==> src/rtl/riscv_xcache_bus_v2.sv <==
// riscv_xcache_bus_v2: round-robin mux of RISC-V channels onto one memory port, in-order read-return routing. Rev 1.0
// Define RV_XCACHE_BUS_PERF_EN to build the per-channel stall counters (otherwise perf_stall_cnt is tied to 0).
`default_nettype none

module riscv_xcache_bus_v2 #(
  parameter int RV_NUM       = 4,
  parameter int ADDR_WIDTH   = 32,
  parameter int DATA_WIDTH   = 32,
  parameter int OUTSTD_DEPTH = 4
) (
  input  logic                            clk,
  input  logic                            rst,
  input  logic [7:0]                      rv_part        [RV_NUM],
  input  logic                            rv_re          [RV_NUM],
  input  logic [DATA_WIDTH/8-1:0]         rv_we          [RV_NUM],
  input  logic [ADDR_WIDTH-1:0]           rv_addr        [RV_NUM],
  input  logic [DATA_WIDTH-1:0]           rv_wdata       [RV_NUM],
  output logic                            rv_ready       [RV_NUM],
  output logic                            rv_valid       [RV_NUM],
  output logic [DATA_WIDTH-1:0]           rv_rdata       [RV_NUM],
  input  logic                            mem_rdy,
  output logic [7:0]                      mem_part,
  output logic                            mem_re,
  output logic [DATA_WIDTH/8-1:0]         mem_we,
  output logic [ADDR_WIDTH-1:0]           mem_ad,
  output logic [DATA_WIDTH-1:0]           mem_di,
  input  logic [DATA_WIDTH-1:0]           mem_do,
  input  logic                            mem_do_vld,
  output logic [$clog2(OUTSTD_DEPTH):0]   outstd_cnt,
  output logic                            err_unexp_vld,
  output logic [31:0]                     perf_stall_cnt [RV_NUM]
);

  localparam int IDX_W = (RV_NUM > 1) ? $clog2(RV_NUM) : 1;
  localparam int PTR_W = $clog2(OUTSTD_DEPTH);
  localparam int CNT_W = PTR_W + 1;

  logic [RV_NUM-1:0] req;
  logic [RV_NUM-1:0] elig;
  logic [RV_NUM-1:0] pend;
  logic [IDX_W-1:0]  rrpt;
  logic [IDX_W-1:0]  rrpt_nxt;
  logic [IDX_W-1:0]  grant;
  logic [IDX_W-1:0]  head;
  logic              grant_valid;
  logic              accept;
  logic              push;
  logic              pop;
  logic              fifo_full;
  logic              fifo_empty;
  logic [IDX_W-1:0]  fifo_mem [OUTSTD_DEPTH];
  logic [PTR_W-1:0]  wr_ptr;
  logic [PTR_W-1:0]  rd_ptr;

  assign fifo_full  = (outstd_cnt == CNT_W'(OUTSTD_DEPTH));
  assign fifo_empty = (outstd_cnt == '0);

  always_comb begin
    for (int i = 0; i < RV_NUM; i++) begin
      req[i]  = rv_re[i] | (|rv_we[i]);
      elig[i] = req[i] & ~pend[i] & (~rv_re[i] | ~fifo_full);
    end
  end

  // Scan downward so the eligible channel closest to rrpt is the last one written.
  always_comb begin
    grant_valid = 1'b0;
    grant       = '0;
    for (int k = RV_NUM - 1; k >= 0; k--) begin
      if (elig[(int'(rrpt) + k) % RV_NUM]) begin
        grant_valid = 1'b1;
        grant       = IDX_W'((int'(rrpt) + k) % RV_NUM);
      end
    end
  end

  assign accept   = grant_valid & mem_rdy;
  assign rrpt_nxt = (int'(grant) == RV_NUM - 1) ? '0 : grant + 1'b1;
  assign push     = accept & rv_re[grant] & ~fifo_full;
  assign pop      = mem_do_vld & ~fifo_empty;
  assign head     = fifo_mem[rd_ptr];

  assign mem_part = rv_part[grant];
  assign mem_ad   = rv_addr[grant];
  assign mem_di   = rv_wdata[grant];
  assign mem_re   = grant_valid & rv_re[grant];
  assign mem_we   = grant_valid ? rv_we[grant] : '0;

  always_comb begin
    for (int i = 0; i < RV_NUM; i++) begin
      rv_ready[i] = accept & (int'(grant) == i);
    end
  end

  always_ff @(posedge clk) begin
    if (push) begin
      fifo_mem[wr_ptr] <= grant;
    end
  end

  always_ff @(posedge clk or posedge rst) begin
    if (rst) begin
      rrpt          <= '0;
      wr_ptr        <= '0;
      rd_ptr        <= '0;
      outstd_cnt    <= '0;
      pend          <= '0;
      err_unexp_vld <= 1'b0;
      for (int i = 0; i < RV_NUM; i++) begin
        rv_valid[i] <= 1'b0;
        rv_rdata[i] <= '0;
      end
    end else begin
      if (accept) begin
        rrpt <= rrpt_nxt;
      end
      if (push) begin
        wr_ptr <= wr_ptr + 1'b1;
      end
      if (pop) begin
        rd_ptr <= rd_ptr + 1'b1;
      end
      if (push && !pop) begin
        outstd_cnt <= outstd_cnt + 1'b1;
      end else if (pop && !push) begin
        outstd_cnt <= outstd_cnt - 1'b1;
      end
      if (mem_do_vld && fifo_empty) begin
        err_unexp_vld <= 1'b1;
      end
      for (int i = 0; i < RV_NUM; i++) begin
        rv_valid[i] <= pop & (int'(head) == i);
        if (pop && int'(head) == i) begin
          rv_rdata[i] <= mem_do;
          pend[i]     <= 1'b0;
        end
        if (push && int'(grant) == i) begin
          pend[i] <= 1'b1;
        end
      end
    end
  end

`ifdef RV_XCACHE_BUS_PERF_EN
  always_ff @(posedge clk or posedge rst) begin
    if (rst) begin
      for (int i = 0; i < RV_NUM; i++) begin
        perf_stall_cnt[i] <= '0;
      end
    end else begin
      for (int i = 0; i < RV_NUM; i++) begin
        if (req[i] && !rv_ready[i] && perf_stall_cnt[i] != 32'hFFFF_FFFF) begin
          perf_stall_cnt[i] <= perf_stall_cnt[i] + 32'd1;
        end
      end
    end
  end
`else
  always_comb begin
    for (int i = 0; i < RV_NUM; i++) begin
      perf_stall_cnt[i] = '0;
    end
  end
`endif

endmodule

`default_nettype wire
==> config.mk <==
export PLATFORM = sky130hd
export DESIGN_NAME = riscv_xcache_bus_v2
export DESIGN_NICKNAME = d
export VERILOG_FILES = /design/src/rtl/riscv_xcache_bus_v2.sv
export SDC_FILE = /design/constraint.sdc
export NUM_CORES = 1
export LEC_CHECK = 0
export ABC_AREA = 1
export BUFFER_PORTS_ARGS = -buffer_cell sky130_fd_sc_hd__buf_2
export CAP_MARGIN = 10
export CORE_AREA = 8 8 259 261
export CTS_CLUSTER_DIAMETER = 80
export DETAILED_ROUTE_END_ITERATION = 8
export DIE_AREA = 0 0 267 269
export GPL_ROUTABILITY_DRIVEN = 0
export HOLD_SLACK_MARGIN = 0.06
export MAX_ROUTING_LAYER = met4
export PLACE_DENSITY_LB_ADDON = 0.25
export SYNTH_ARGS = -nofsm -noshare
export SYNTH_HDL_FRONTEND = slang
export SYNTH_SLANG_ARGS = --single-unit
==> constraint.sdc <==
create_clock -name clk -period 11.7 [get_ports clk]
set_input_delay 0.585 -clock clk [delete_from_list [all_inputs] [get_ports clk]]
set_output_delay 0.585 -clock clk [all_outputs]
set_load 0.01 [all_outputs]
# Word level (Yosys, flattened, before mapping)
# Memory sizes are Yosys's and may differ from the RTL's.
# Cells that the tools add are included.
[word_totals]
regBits = 146
ramBits = 8
in_bits = 344
out_inout_bits = 345
elab_cells = 157
memories = 1
[mem_list]
columns = ["memory", "depth", "word_bits", "rd", "rd_clocked_by_memory_dff", "write_ports", "line_no", "rtl"]
rows = [
  ["fifo_mem", 4, 2, 1, 0, 1, "51", "logic [IDX_W-1:0] fifo_mem [OUTSTD_DEPTH];"],
]
[op_classes]
n_addsub = 8
n_lt_le_gt_ge = 5
eq_ne = 7
n_mux = 48
bitwise_logic = 43
reduce_logical = 28
[op_table]
columns = ["op", "count"]
rows = [
  ["binary-select mux 32 bit (select 2 bit)", 2],
  ["2-to-1 mux 32 bit", 4],
  ["2-to-1 mux 1 bit", 23],
  ["AND 1 bit", 21],
  ["binary-select mux 8 bit (select 2 bit)", 1],
  ["2-to-1 mux 8 bit", 2],
  ["OR reduction 4 bit", 4],
  ["less-than comparator 3 x 4 -> 1 bit (second input constant)", 3],
  ["2-to-1 mux 4 bit", 3],
  ["logical AND 1 bit", 11],
  ["binary-select mux 1 bit (select 2 bit)", 5],
  ["2-to-1 mux 2 bit", 5],
  ["inverter 1 bit", 10],
  ["nonzero test 2 bit", 5],
  ["adder 2 x 1 -> 2 bit (second input constant)", 4],
  ["binary-select mux 4 bit (select 2 bit)", 1],
  ["equality test 2 bit (second input constant)", 4],
  ["bitwise OR 1 bit", 8],
  ["2-to-1 mux 3 bit", 2],
  ["OR reduction 2 bit", 3],
  ["adder 2 bit (second input constant)", 2],
  ["equality test 2 x 1 -> 1 bit (second input constant)", 2],
  ["zero test 2 bit", 2],
  ["adder 3 x 1 -> 3 bit (second input constant)", 1],
  ["8 further kinds", 11],
]

# Depth between registers and ports, before layout
# Gate-level depths: netlist (run 1).
[logic_depth]
depth_word = 21
mapped_depth = 22
mapped_depth_nobuf = 22

# Least setup slack after synthesis (run 1)
# Ideal clock, no wire load.
[synth_timing]
kind = "reg-to-reg"
startpoint = "reg outstd_cnt[0]"
endpoint = "reg outstd_cnt[1]"
setup_time_ns = 0.125
t_arrival_ns = 2.701
required_ns = 11.575
path_slack_ns = 8.874
path_stages_with_launch = 19
path_buffers = 0
period_less_slack_ns = 2.826
cell_sequence = "dfrtp_1 -> nor2_4 -> nand3_1 -> nand3b_1 -> nand2_1 -> nand3_2 -> nand2_1 -> inv_2 -> nand2_2 -> nand2_4 -> nand2_8 -> nand2_1 -> nand3_2 -> nand3_2 -> inv_1 -> ha_1 -> inv_1 -> fa_1 -> mux2_2"
[synth_via]
elab_chain_cells = 20
[synth_rtl]
columns = ["item", "line_no", "rtl"]
rows = [
  ["start: declaration", "29", "output logic [$clog2(OUTSTD_DEPTH):0] outstd_cnt,"],
  ["start signal: assignment", "124", "outstd_cnt <= outstd_cnt + 1'b1;"],
  ["start signal: assignment", "126", "outstd_cnt <= outstd_cnt - 1'b1;"],
  ["equality test 3 bit (*)", "55", "assign fifo_full = (outstd_cnt == CNT_W'(OUTSTD_DEPTH));"],
  ["inverter 1 bit (*)", "61, 79", ""],
  ["bitwise OR 1 bit", "61", "elig[i] = req[i] & ~pend[i] & (~rv_re[i] | ~fifo_full);"],
  ["AND 1 bit", "61", ""],
  ["binary-select mux 1 bit (select 2 bit)", "70", "if (elig[(int'(rrpt) + k) % RV_NUM]) begin"],
  ["2-to-1 mux 1 bit (implied by the code) (2 in series)", "70", ""],
  ["2-to-1 mux 2 bit (4 in series)", "70", ""],
  ["inverter 2 -> 3 bit (implied by the code)", "79", "assign push = accept & rv_re[grant] & ~fifo_full;"],
  ["binary-select mux 1 bit (select 2 bit)", "79", ""],
  ["2-to-1 mux 1 bit (implied by the code) (2 in series)", "79", ""],
  ["AND 1 bit", "79", ""],
  ["AND 1 bit (*)", "79", ""],
  ["via push", "47", "logic push;"],
  ["zero test 1 bit", "125", "end else if (pop && !push) begin"],
  ["logical AND 1 bit", "125", ""],
  ["nonzero test 2 bit (no line)", "n/a", ""],
]
# Mark *: on every way through the listed nets, which the timed path passes. The rest lies on a longest branch. The select of a mux whose other input is x is not followed.
# A chain may end at the register's enable or synchronous reset.

# Final worst setup path (run 1)
[layout_timing]
startpoint = "reg outstd_cnt[0]"
endpoint = "out mem_di[9]"
[layout_via]
elab_chain_cells = 15
[layout_rtl]
columns = ["item", "line_no", "rtl"]
rows = [
  ["equality test 3 bit (*)", "55", ""],
  ["inverter 1 bit (*)", "61", ""],
  ["bitwise OR 1 bit", "61", ""],
  ["AND 1 bit", "61", ""],
  ["binary-select mux 1 bit (select 2 bit)", "70", ""],
  ["2-to-1 mux 1 bit (implied by the code) (2 in series)", "70", ""],
  ["2-to-1 mux 2 bit (3 in series)", "70", ""],
  ["2-to-1 mux 2 bit (*)", "70", ""],
  ["inverter 2 -> 3 bit (implied by the code) (*)", "85", "assign mem_di = rv_wdata[grant];"],
  ["binary-select mux 32 bit (select 2 bit) (*)", "85", ""],
  ["2-to-1 mux 32 bit (implied by the code) (*) (2 in series)", "85", ""],
  ["end: declaration", "26", "output logic [DATA_WIDTH-1:0] mem_di,"],
]
# Every way passes the cells marked *; elsewhere a longest branch is shown, timed or not. The select of a mux whose other input is x is not followed.

==> run summary, run 1 <==
=========================================================================================
Area grow syn2layout                                                                37.4%
Via count of the first global-routing pass                                          10698
Number of max-capacitance violations reported                                           0
Instance count of the mapped netlist                                                 1281
Number of flops mapped to enable cells by yosys                                         8
Global-route wire length before repair                                           73100 um
Avg Vias per Cell                                                                    3.88
Buffers added on ports                                                                560
Overall routed net length                                                        51800 um
Drc violations                                                                          0
Total clock buffers created by CTS                                                     17
Number of clock sinks                                                                 154
Startpoint kind of the worst setup timing path                                   register
Initial core utilization                                                            15.4%
Clk Latency, worst-skew pair                                                       430 ps
Register cell area after layout                                                3890 sq um
H-tree depth                                                                            4
Die X                                                                              267 um
Top post-synthesis cells by area                                             sky130_fd_sc_hd__dfrtp_1 (38%), sky130_fd_sc_hd__buf_4 (11%), sky130_fd_sc_hd__o21ai_0 (9.9%), sky130_fd_sc_hd__nand2_1 (9.7%), sky130_fd_sc_hd__inv_1 (5.4%)
Drt wl/cell                                                                       19.5 um
Routed length on met1                                                            20100 um
Maximum number of pins on one net before global-route repair                          154
Post-cts repair resize count                                                            0
Max layer used                                                                       met4
Part of the cycle the worst path needs                                              39.4%
Deepest clock path buffer count                                                         2
Setup Fix Bufs, Post-CTS                                                                0
Fraction of synthesized cell area taken by the top area cell type                   37.8%
Net count, final                                                                     2146
Detailed-router iteration count before antenna repair                                   7
Ratio of cells with drive above 1 in the final layout                               35.1%
Clock tree from TritonCTS                                                           built
Remaining global-route overflow                                                         0
Actual transition at the worst max-transition pin                                  869 ps
Area taken by multi-input logic gates                                          4250 sq um
Internal power                                                                  0.00231 W
Overall track demand over capacity in global routing                                14.1%
Clock power share                                                                   11.3%
Clk pin slew, worst setup/hold paths                                                70 ps
Kind of path behind the tightest hold check                                      in2async
Vias                                                                                10279
Worst setup path class                                                            reg2out
Starting DRT DRC Count                                                                620
Worst setup EP type                                                          primary output
Proportion of register bits with asynchronous set or reset after synthesis          94.8%
Slew Limit Headroom                                                                 42.1%
Final number of setup-violating endpoints                                               0
# rows                                                                                 92
Chip height                                                                        269 um
Die area                                                                      71800 sq um
Count of boundary I/O pins                                                            689
WHS                                                                                281 ps
Post-CTS Hold Fix Bufs                                                                  0
Register area share after synthesis                                                 40.3%
Post-route total power                                                          0.00515 W
Critical path data arrival time                                                   4020 ps
Power density over the cells                                                  388 nW/um^2
Switch share                                                                        55.0%
Period minus WS final                                                             4610 ps
Power share of the combinational group                                              70.3%
Antenna cell count                                                                      0
Detail Route met2 WL                                                             27500 um
Netlist cell types                                                                     38
Mean area per synthesized cell                                                 7.54 sq um
Critical Path Fanout Max                                                               66
ANT nets after route                                                                    0
Fillers                                                                              7213
Worst vdd ir                                                                       286 uV
Fraction of power consumed by sequential logic                                      18.4%
Required arrival time at the worst endpoint                                      11120 ps
Post-detail-place hpwl                                                           43500 um
Layout Skew                                                                       11.1 ps
Logic depth of the worst register-to-register path                                     18
Number of register bits inferred by synthesis                                         154
Status                                                                       finished clean
Total of warnings raised by yosys                                                       0
Fmax                                                                            0.217 GHz
Wire length on met3                                                               3570 um
Post-route setup TNS                                                                 0 ps
Final hold viol count                                                                   0
Pins Over Slew Limit                                                                    0
Number of antenna violations at the first check in global routing                      20
Setup repair after global routing missed its margin                                 false
Net load switching power                                                        0.00283 W
Core ar.                                                                      62700 sq um
Cell area after synthesis                                                      9660 sq um
Clock root buffer                                                            sky130_fd_sc_hd__clkbuf_16
Most area-hungry cell type in the Yosys netlist                              sky130_fd_sc_hd__dfrtp_1
Leak Pwr                                                                          7.18 nW
Synth Flop Type                                                              sky130_fd_sc_hd__dfrtp_1
=========================================================================================
## power groups by stage
stage	Sequential, W	Clock (W)	Combinational, W
finish	0.000947	0.000579	0.00362
global route	0.000985	0.000622	0.00406
CTS	0.000950	0.000601	0.00373
detailed placement	0.000958	0	0.00371
global placement	0.000954	0	0.00370
floorplan	0.00103	0	0.00224
## synthesized netlist by cell type (2+ instances only)
master and count:
sky130_fd_sc_hd__ha_1 9, sky130_fd_sc_hd__buf_6 16, sky130_fd_sc_hd__a21oi_1 7, sky130_fd_sc_hd__nand2_2 3
sky130_fd_sc_hd__inv_2 6, sky130_fd_sc_hd__clkbuf_1 24, sky130_fd_sc_hd__nand2_1 250, sky130_fd_sc_hd__nand3b_1 2
sky130_fd_sc_hd__edfxtp_1 8, sky130_fd_sc_hd__o211ai_1 5, sky130_fd_sc_hd__nand2_4 2, sky130_fd_sc_hd__xor2_1 2
sky130_fd_sc_hd__nand3_2 8, sky130_fd_sc_hd__nand3_1 16, sky130_fd_sc_hd__nor2_1 104, sky130_fd_sc_hd__o21ai_0 191
sky130_fd_sc_hd__dfrtp_1 146, sky130_fd_sc_hd__buf_1 3, sky130_fd_sc_hd__o22ai_1 72, sky130_fd_sc_hd__buf_2 22
sky130_fd_sc_hd__buf_4 140, sky130_fd_sc_hd__inv_1 138, sky130_fd_sc_hd__o21ai_1 86, sky130_fd_sc_hd__clkbuf_2 2
sky130_fd_sc_hd__nand4_1 6
## routing by layer
metal,vias up,track usage (%)
li1,4929,-
met5,-,-
met4,0,2.26
met1,4762,15.7
met2,529,25.9
met3,59,3.10
## worst paths after layout
path | startpoint | to | slack (ps)
max | outstd_cnt[0]$_DFFE_PP0P_ | mem_di[9] | 7090
min | rst | outstd_cnt[0]$_DFFE_PP0P_ | 280
max reg2reg | outstd_cnt[0]$_DFFE_PP0P_ | outstd_cnt[1]$_DFFE_PP0P_ | 7880
min reg2reg | rd_ptr[1]$_DFFE_PP0P_ | rd_ptr[1]$_DFFE_PP0P_ | 470
max in group asynchronous | rst | rv_rdata[50]$_DFFE_PP0P_ | 9980
min in group clk | mem_do_vld | err_unexp_vld$_DFFE_PP0P_ | 430
## kinds of logic (layout without fill, tap and decap cells)
family          Yosys count  after routing  synth area share, %
other cells               1            128               0.0388
mux                       1              1                0.117
flops                   154            154                 40.3
simple gates            396            396                 17.0
compound gates          364            364                 20.1
fa+ha+maj                10             10                 1.37
xor+xnor                  4              4                0.441
buf+inv                 351            748                 20.6
## final cells by class
| class | count | share of cell area [%] |
|---|---|---|
| Clock buffer | 17 | 3.21 |
| Clock inverter | 15 | 1.40 |
| Inverter | 144 | 4.14 |
| Multi-Input combinational cell | 903 | 32.1 |
| Sequential cell | 154 | 29.3 |
| Tap cell | 846 | 7.98 |
| Timing Repair Buffer | 572 | 21.9 |
## metrics by stage
| step | utilization [%] | setup WS (ps) | instance area [sq um] | instances |
|---|---|---|---|---|
| global placement | 20.2 | 7230 | 12700 | 2619 |
| global route | 21.2 | 6670 | 13300 | 2651 |
| finish | 21.2 | 7090 | 13300 | 2651 |
| CTS | 21.2 | 6900 | 13300 | 2651 |
| detailed placement | 20.2 | 7220 | 12700 | 2619 |
| floorplan | - | 7190 | 10100 | 1408 |
## cell usage in the layout, fill, tap and decap left out, drive strengths merged
master  instances
buf           572
o21ai         277
nand2         256
inv           150
dfrtp         146
conb          128
nor2          105
o22ai          72
nand3          25
clkbuf         17
ha              9
edfxtp          8
a21oi           7
nand4           6
clkinv          6
o211ai          5
bufinv          3
xor2            3
nand3b          2
and2            1
nor3b           1
a32o            1
a32oi           1
xnor2           1
mux2            1
a31o            1
fa              1
## state kept, by name, indices dropped and copies added, names as in the netlist, 2 cells and up
name and flops:
fifo_mem 8, wr_ptr 2, rv_rdata 128, rrpt 2
outstd_cnt 3, rd_ptr 2, rv_valid 4, pend 4
## worst max-delay path: stages, from the launching register on
cell and delay [ps]:
sky130_fd_sc_hd__dfrtp_1 460, sky130_fd_sc_hd__nor2_4 240, sky130_fd_sc_hd__nand3_2 90, sky130_fd_sc_hd__nand3_2 100, sky130_fd_sc_hd__nand2_1 80, sky130_fd_sc_hd__nand3_1 140, sky130_fd_sc_hd__nand2_1 100, sky130_fd_sc_hd__nand2_2 110
sky130_fd_sc_hd__nand2_2 70, sky130_fd_sc_hd__nand2_4 90, sky130_fd_sc_hd__nand2_8 190, sky130_fd_sc_hd__clkinv_2 250, sky130_fd_sc_hd__buf_4 640, sky130_fd_sc_hd__nor2_1 290, sky130_fd_sc_hd__o22ai_1 350, sky130_fd_sc_hd__buf_2 240
No activity file was read; power rests on OpenSTA's default activity.
==> inputs of run 2 (changes only) <==
CORE_AREA = 8 8 260 262   (was 8 8 259 261)
DIE_AREA = 0 0 268 270   (was 0 0 267 269)
clock period = 4.3 ns   (was 11.7 ns; I/O delays follow)
==> run 2 against run 1 <==
Global-route usage down 0.44 points; wire length down 1.8%; sequential share of layout area shrank 0.11 points; setup slack got worse by 6500 ps; die area increased by 0.75%; critical path type unchanged; critical endpoint is now mem_di[12].
==> run summary, run 2 (synthesis results as in run 1) <==
================================================================================
Overall routed net length                                               50900 um   was 51800 um
Fraction of power consumed by sequential logic                             18.3%   was 18.4%
Setup Fix Bufs, Post-CTS                                                       0   unchanged
Most frequent cells in the layout                                   sky130_fd_sc_hd__buf_2 (560), sky130_fd_sc_hd__nand2_1 (248), sky130_fd_sc_hd__o21ai_0 (191)   unchanged
Buf+Inv Stages, Crit Path                                                      3   unchanged
Worst setup path class                                                   reg2out   unchanged
Critical Path Fanout Max                                                      57   was 66
Post-detail-place hpwl                                                  42600 um   was 43500 um
Chip height                                                               270 um   was 269 um
Post-route setup TNS                                                        0 ps   unchanged
ANT nets after route                                                           0   unchanged
Worst setup EP type                                                 primary output   unchanged
Initial core utilization                                                   15.2%   was 15.4%
Leak Pwr                                                                 7.18 nW   about the same
Post-route total power                                                  0.0141 W   was 0.00515 W
Power share of the combinational group                                     70.9%   was 70.3%
Clock power share                                                          10.7%   was 11.3%
Switch share                                                               55.2%   was 55.0%
Area grow syn2layout                                                       37.9%   was 37.4%
Worst vdd ir                                                              674 uV   was 286 uV
Maximum number of pins on one net before global-route repair                 152   was 154
Critical-path cell with the highest stage delay                     sky130_fd_sc_hd__buf_4   unchanged
Buffers added on ports                                                       560   unchanged
Net count, final                                                            2146   unchanged
Number of clock sinks                                                        154   unchanged
Avg Vias per Cell                                                           3.87   was 3.88
Actual transition at the worst max-transition pin                        1080 ps   was 869 ps
Count of boundary I/O pins                                                   689   unchanged
Slew Limit Headroom                                                        27.8%   was 42.1%
Startpoint kind of the worst setup timing path                          register   unchanged
Final hold viol count                                                          0   unchanged
Layout Skew                                                              13.3 ps   was 11.1 ps
Ratio of cells with drive above 1 in the final layout                      35.0%   was 35.1%
Starting DRT DRC Count                                                       705   was 620
Part of the cycle the worst path needs                                     86.8%
Via count of the first global-routing pass                                 10693   was 10698
Global-route wire length before repair                                  72400 um   was 73100 um
Max stage delay on crit path                                              520 ps   was 640 ps
Clk Latency, worst-skew pair                                              430 ps   about the same
Clk pin slew, worst setup/hold paths                                       70 ps   about the same
Setup repair after global routing missed its margin                        false   unchanged
Internal power                                                         0.00631 W   was 0.00231 W
Number of max-capacitance violations reported                                  0   unchanged
Share of the core filled with cells                                        20.9%   was 21.2%
Number of antenna violations at the first check in global routing             26   was 20
Period minus WS final                                                    3730 ps
Core ar.                                                             63600 sq um   was 62700 sq um
Fmax                                                                   0.268 GHz
Max FFs per register                                                         128   unchanged
Clock root buffer                                                   sky130_fd_sc_hd__clkbuf_16   unchanged
WHS                                                                      98.1 ps   was 281 ps
Power density over the cells                                        1060 nW/um^2   was 388 nW/um^2
Pins Over Slew Limit                                                           0   unchanged
H-tree depth                                                                   4   unchanged
Die area                                                             72400 sq um   was 71800 sq um
Overall track demand over capacity in global routing                       13.6%   was 14.1%
Clock tree from TritonCTS                                                  built   unchanged
Detailed-router iteration count before antenna repair                          5   was 7
Drt wl/cell                                                              19.1 um   was 19.5 um
Remaining global-route overflow                                                0   unchanged
Kind of cell adding the most delay to the critical path             simple AND/OR/NAND/NOR gates   unchanged
Drc violations                                                                 0   unchanged
Top Registers                                                       rv_rdata (128), fifo_mem (8)   unchanged
Vias                                                                       10302   was 10279
Register bank with the most flops                                       rv_rdata   unchanged
Net load switching power                                               0.00779 W   was 0.00283 W
# rows                                                                        93   was 92
Critical path data arrival time                                          3520 ps   was 4020 ps
Most common library cell in the layout ignoring fill and taps       sky130_fd_sc_hd__buf_2   unchanged
Final number of setup-violating endpoints                                      0   unchanged
Total clock buffers created by CTS                                            17   unchanged
Required arrival time at the worst endpoint                              4090 ps   was 11120 ps
Status                                                              finished clean   unchanged
Cell chain of the critical path                                     nor2_4, nand3_2, nand3_2, nand2_1, nand3_1, nand2_1, inv_2, nand2_2, nand2_2, nand2_4, nand2_8, buf_4, o21ai_0, o22ai_1, buf_2   was nor2_4, nand3_2, nand3_2, nand2_1, nand3_1, nand2_1, nand2_2, nand2_2, nand2_4, nand2_8, clkinv_2, buf_4, nor2_1, o22ai_1, buf_2
Kind of path behind the tightest hold check                               in2reg   was in2async
Deepest clock path buffer count                                                2   unchanged
Setup slack on the worst flop-to-flop path                                920 ps   was 7880 ps
Die X                                                                     268 um   was 267 um
================================================================================
run 2: final timing paths:
check	to	from	cells after the start
max in group asynchronous	rv_rdata[34]$_DFFE_PP0P_	rst	4
min in group asynchronous	pend[0]$_DFFE_PP0P_	rst	3
worst max-delay path	mem_di[12]	outstd_cnt[0]$_DFFE_PP0P_	15
worst max register to register	outstd_cnt[1]$_DFFE_PP0P_	outstd_cnt[0]$_DFFE_PP0P_	18
worst min-delay path	rv_rdata[35]$_DFFE_PP0P_	mem_do[3]	3
worst min register to register	rv_rdata[55]$_DFFE_PP0P_	rv_rdata[55]$_DFFE_PP0P_	2
run 2: layer usage:
metal	global-route usage (%)	vias to the layer above	wire length, um
li1	-	4941	-
met1	15.2	4802	20200
met2	24.8	501	26400
met3	3.46	58	3780
met4	1.87	0	520
met5	-	-	0
run 2: what timing repair did:
action,CTS,global route
endpoints found under the hold margin,54,0
hold buffers,2,0
gates resized for setup,0,0
run 2: metrics by stage:
stage	setup WS [ps]	instance area, sq um	std cells
floorplan	162	10100	1408
global placement	1050	12700	2626
detailed placement	930	12700	2626
CTS	538	13300	2659
global route	261	13300	2664
finish	570	13300	2664
run 2: worst min-delay path, cell delays in order:
cell                      delay [ps]
sky130_fd_sc_hd__buf_2            90
sky130_fd_sc_hd__inv_1            80
sky130_fd_sc_hd__o21ai_0          90
run 2: layout make-up:
cell class	count	area [sq um]
Fill cell	7326	50300
Multi-Input combinational cell	903	4250
Sequential cell	154	3890
Timing Repair Buffer	572	2960
Tap cell	855	1070
Inverter	144	549
Clock buffer	18	439
Clock inverter	13	143
Antenna cell	5	12.5
run 2: power groups by stage:
stage / clock network (W) / registers, W / logic (W)
floorplan: 0 / 0.00281 / 0.00609
global placement: 0 / 0.00261 / 0.0102
detailed placement: 0 / 0.00261 / 0.0102
CTS: 0.00157 / 0.00259 / 0.0103
global route: 0.00162 / 0.00267 / 0.0112
finish: 0.00151 / 0.00258 / 0.0100
==> inputs of run 3 (changes only) <==
ABC_AREA = not set   (was 1)
CORE_AREA = 8 8 266 268   (was 8 8 260 262)
DIE_AREA = 0 0 274 276   (was 0 0 268 270)
==> run 3 against run 2 <==
Critical path type unchanged; clock skew is 3.7 ps higher; core utilization down 0.26 points; non-clock buffer count up 42; critical path depth shrank 5; fmax fell by 3.1%.
==> run summary, run 3 <==
==========================================================================================
Status                                                                        finished clean   unchanged
Worst vdd ir                                                                        321 uV   was 674 uV
Main combinational cell family by area after synthesis                        simple AND/OR/NAND/NOR gates   was buffers and inverters
Proportion of register bits with asynchronous set or reset after synthesis           94.8%   unchanged
Count of boundary I/O pins                                                             689   unchanged
Global-route wire length before repair                                            70100 um   was 72400 um
Core ar.                                                                       66600 sq um   was 63600 sq um
Leak Pwr                                                                           7.12 nW   was 7.18 nW
Fillers                                                                               7589   was 7326
Most used standard cell by instance count after synthesis                     sky130_fd_sc_hd__nand2_1   unchanged
Critical Path Fanout Max                                                                75   was 57
Initial core utilization                                                             14.3%   was 15.2%
Overall routed net length                                                         47700 um   was 50900 um
Overall track demand over capacity in global routing                                 12.4%   was 13.6%
Final hold viol count                                                                    0   unchanged
Number of flops mapped to enable cells by yosys                                          8   unchanged
Slew Limit Headroom                                                                  48.1%   was 27.8%
Cell total after placement                                                            2480   was 2626
Mean area per synthesized cell                                                  8.70 sq um   was 7.54 sq um
Part of the cycle the worst path needs                                               89.6%   was 86.8%
Register cell area after layout                                                 3890 sq um   unchanged
Vias                                                                                  9713   was 10302
Number of max-capacitance violations reported                                            0   unchanged
Drt wl/cell                                                                        18.7 um   was 19.1 um
Required arrival time at the worst endpoint                                        4090 ps   about the same
Starting DRT DRC Count                                                                 582   was 705
Via count of the first global-routing pass                                           10408   was 10693
Post-route cell area                                                           13800 sq um   was 13300 sq um
H-tree depth                                                                             4   unchanged
Multiplexer fraction of the synthesized cell area                                    12.9%   was 0.117%
Netlist cell types                                                                      55   was 38
WHS                                                                                 353 ps   was 98.1 ps
Post-CTS Hold Fix Bufs                                                                  34   was 2
Max FFs per register                                                                   128   unchanged
Total clock buffers created by CTS                                                      17   unchanged
Number of clock sinks                                                                  154   unchanged
Post-detail-place hpwl                                                            39400 um   was 42600 um
Clk pin slew, worst setup/hold paths                                                 70 ps   about the same
Setup repair after global routing missed its margin                                  false   unchanged
# rows                                                                                  95   was 93
Number of cells in the finished layout apart from fillers                             2555   was 2664
Actual transition at the worst max-transition pin                                   779 ps   was 1080 ps
Most common library cell in the layout ignoring fill and taps                 sky130_fd_sc_hd__buf_2   unchanged
Simple-gate share of the synthesized area                                            23.1%   was 17.0%
Final number of setup-violating endpoints                                                0   unchanged
Avg Vias per Cell                                                                     3.80   was 3.87
Maximum number of pins on one net before global-route repair                           152   unchanged
Setup Fix Bufs, Post-CTS                                                                 0   unchanged
Post-cts repair resize count                                                             0   unchanged
Most area-hungry cell type in the Yosys netlist                               sky130_fd_sc_hd__dfrtp_1   unchanged
Number of antenna violations at the first check in global routing                        9   was 26
Most frequent cells after synthesis                                           sky130_fd_sc_hd__nand2_1 (396), sky130_fd_sc_hd__dfrtp_1 (146), sky130_fd_sc_hd__buf_4 (144)   was sky130_fd_sc_hd__nand2_1 (250), sky130_fd_sc_hd__o21ai_0 (191), sky130_fd_sc_hd__dfrtp_1 (146)
Area grow syn2layout                                                                 44.7%   was 37.9%
Kind of path behind the tightest hold check                                         in2reg   unchanged
Clock tree from TritonCTS                                                            built   unchanged
Net count, final                                                                      2014   was 2146
Number of register bits inferred by synthesis                                          154   unchanged
Critical path data arrival time                                                    3640 ps   was 3520 ps
Pins Over Slew Limit                                                                     0   unchanged
Ratio of cells with drive above 1 in the final layout                                43.6%   was 35.0%
Drc violations                                                                           0   unchanged
Power density over the cells                                                   864 nW/um^2   was 1060 nW/um^2
Fmax                                                                             0.260 GHz   was 0.268 GHz
Startpoint kind of the worst setup timing path                                    register   unchanged
Buffers added on ports                                                                 560   unchanged
Clock root buffer                                                             sky130_fd_sc_hd__clkbuf_16   unchanged
Placed instance area                                                           12800 sq um   was 12700 sq um
Top Registers                                                                 rv_rdata (128), fifo_mem (8)   unchanged
Remaining global-route overflow                                                          0   unchanged
Top post-synthesis cells by area                                              sky130_fd_sc_hd__dfrtp_1 (38%), sky130_fd_sc_hd__nand2_1 (16%), sky130_fd_sc_hd__mux2_2 (12%), sky130_fd_sc_hd__buf_4 (11%), sky130_fd_sc_hd__and3_1 (4.8%)   was sky130_fd_sc_hd__dfrtp_1 (38%), sky130_fd_sc_hd__buf_4 (11%), sky130_fd_sc_hd__o21ai_0 (9.9%), sky130_fd_sc_hd__nand2_1 (9.7%), sky130_fd_sc_hd__inv_1 (5.4%)
Synth Flop Type                                                               sky130_fd_sc_hd__dfrtp_1   unchanged
Layout Skew                                                                        17.0 ps   was 13.3 ps
Fraction of synthesized cell area taken by the top area cell type                    38.4%   was 37.8%
Compound-cell area share of the yosys netlist                                        6.92%   was 20.1%
Share of the core filled with cells                                                  20.7%   was 20.9%
Register area share after synthesis                                                  41.0%   was 40.3%
Clk Latency, worst-skew pair                                                        440 ps   was 430 ps
Chip height                                                                         276 um   was 270 um
Share of synthesized cell area in full adder, half adder and majority cells          1.40%   was 1.37%
Total of warnings raised by yosys                                                        0   unchanged
Die area                                                                       75600 sq um   was 72400 sq um
Period minus WS final                                                              3850 ps   was 3730 ps
Deepest clock path buffer count                                                          2   unchanged
ANT nets after route                                                                     0   unchanged
Post-route setup TNS                                                                  0 ps   unchanged
Die X                                                                               274 um   was 268 um
Worst setup EP type                                                           primary output   unchanged
Detailed-router iteration count before antenna repair                                    5   unchanged
Worst setup path class                                                             reg2out   unchanged
Instance count of the mapped netlist                                                  1093   was 1281
Area taken by multi-input logic gates                                           4790 sq um   was 4250 sq um
Register bank with the most flops                                                 rv_rdata   unchanged
Most frequent cells in the layout                                             sky130_fd_sc_hd__buf_2 (560), sky130_fd_sc_hd__nand2_1 (396), sky130_fd_sc_hd__dfrtp_1 (146)   was sky130_fd_sc_hd__buf_2 (560), sky130_fd_sc_hd__nand2_1 (248), sky130_fd_sc_hd__o21ai_0 (191)
Xor and xnor area share after synthesis                                             0.553%   was 0.440%
Cell area after synthesis                                                       9500 sq um   was 9660 sq um
==========================================================================================
[run 3: changes by cell type after synthesis, sizes merged, moves of 72 or more]
cell	before	now
o21ai	277	3
nand2	256	396
inv	144	12
mux2	1	104
nor2	105	12
and3	0	73
a31oi	0	72
[run 3: cell type report]
class,count,area share [%]
tap,873,7.94
sequential,154,28.3
antenna,9,0.164
inverter,13,0.418
timing repair buffer,614,24.1
clock buffer,17,3.09
clock inverter,15,1.14
multi-input combinational,860,34.8
[run 3: routing by layer]
layer	wire, um	up-vias	GRT usage (%)
li1	-	4551	-
met5	0	-	-
met1	19900	4711	14.9
met3	2920	37	2.58
met4	593	0	2.13
met2	24300	414	21.4
[run 3: kinds of logic (layout without fill, tap and decap cells)]
| group | after synthesis | after routing |
|---|---|---|
| AOI/OAI and AO/OA | 98 | 98 |
| buffers and inverters | 206 | 659 |
| other | 1 | 137 |
| xor gates and xnor gates | 6 | 6 |
| and+or+nand+nor | 511 | 511 |
| DFF | 154 | 154 |
| muxes | 107 | 107 |
| adders and majority gates | 10 | 10 |
[run 3: worst paths after layout]
path	start	endpoint	slack, ps	depth (start not counted)
max	outstd_cnt[0]$_DFFE_PP0P_	mem_we[0]	450	10
min	mem_rdy	rrpt[1]$_DFFE_PP0P_	350	4
max reg2reg	outstd_cnt[0]$_DFFE_PP0P_	outstd_cnt[2]$_DFFE_PP0P_	810	13
min reg2reg	err_unexp_vld$_DFFE_PP0P_	err_unexp_vld$_DFFE_PP0P_	460	1
max in group asynchronous	rst	rv_valid[0]$_DFF_PP0_	2880	4
min in group asynchronous	rst	rv_rdata[7]$_DFFE_PP0P_	390	3
[run 3: stage by stage]
step / total power [W] / setup slack (ps)
floorplan: 0.00722 / 162
global placement: 0.0105 / 786
detailed placement: 0.0106 / 829
CTS: 0.0122 / 346
global route: 0.0129 / 89.0
finish: 0.0119 / 449
[run 3: worst max-delay path, stage by stage, from the launching register on]
cell and delay (ps):
sky130_fd_sc_hd__dfrtp_1 480, sky130_fd_sc_hd__or3b_1 480, sky130_fd_sc_hd__a22oi_1 270, sky130_fd_sc_hd__a211oi_1 200
sky130_fd_sc_hd__nor3_4 170, sky130_fd_sc_hd__buf_4 250, sky130_fd_sc_hd__buf_4 560, sky130_fd_sc_hd__nand2_1 120
sky130_fd_sc_hd__a311oi_1 330, sky130_fd_sc_hd__buf_4 200, sky130_fd_sc_hd__buf_2 140
[run 3: power by group]
part / switching (W) / internal [W] / leakage [nW]
registers: 0.000414 / 0.00219 / 1.83
logic: 0.00476 / 0.00302 / 5.00
clock network: 0.000678 / 0.000822 / 0.293
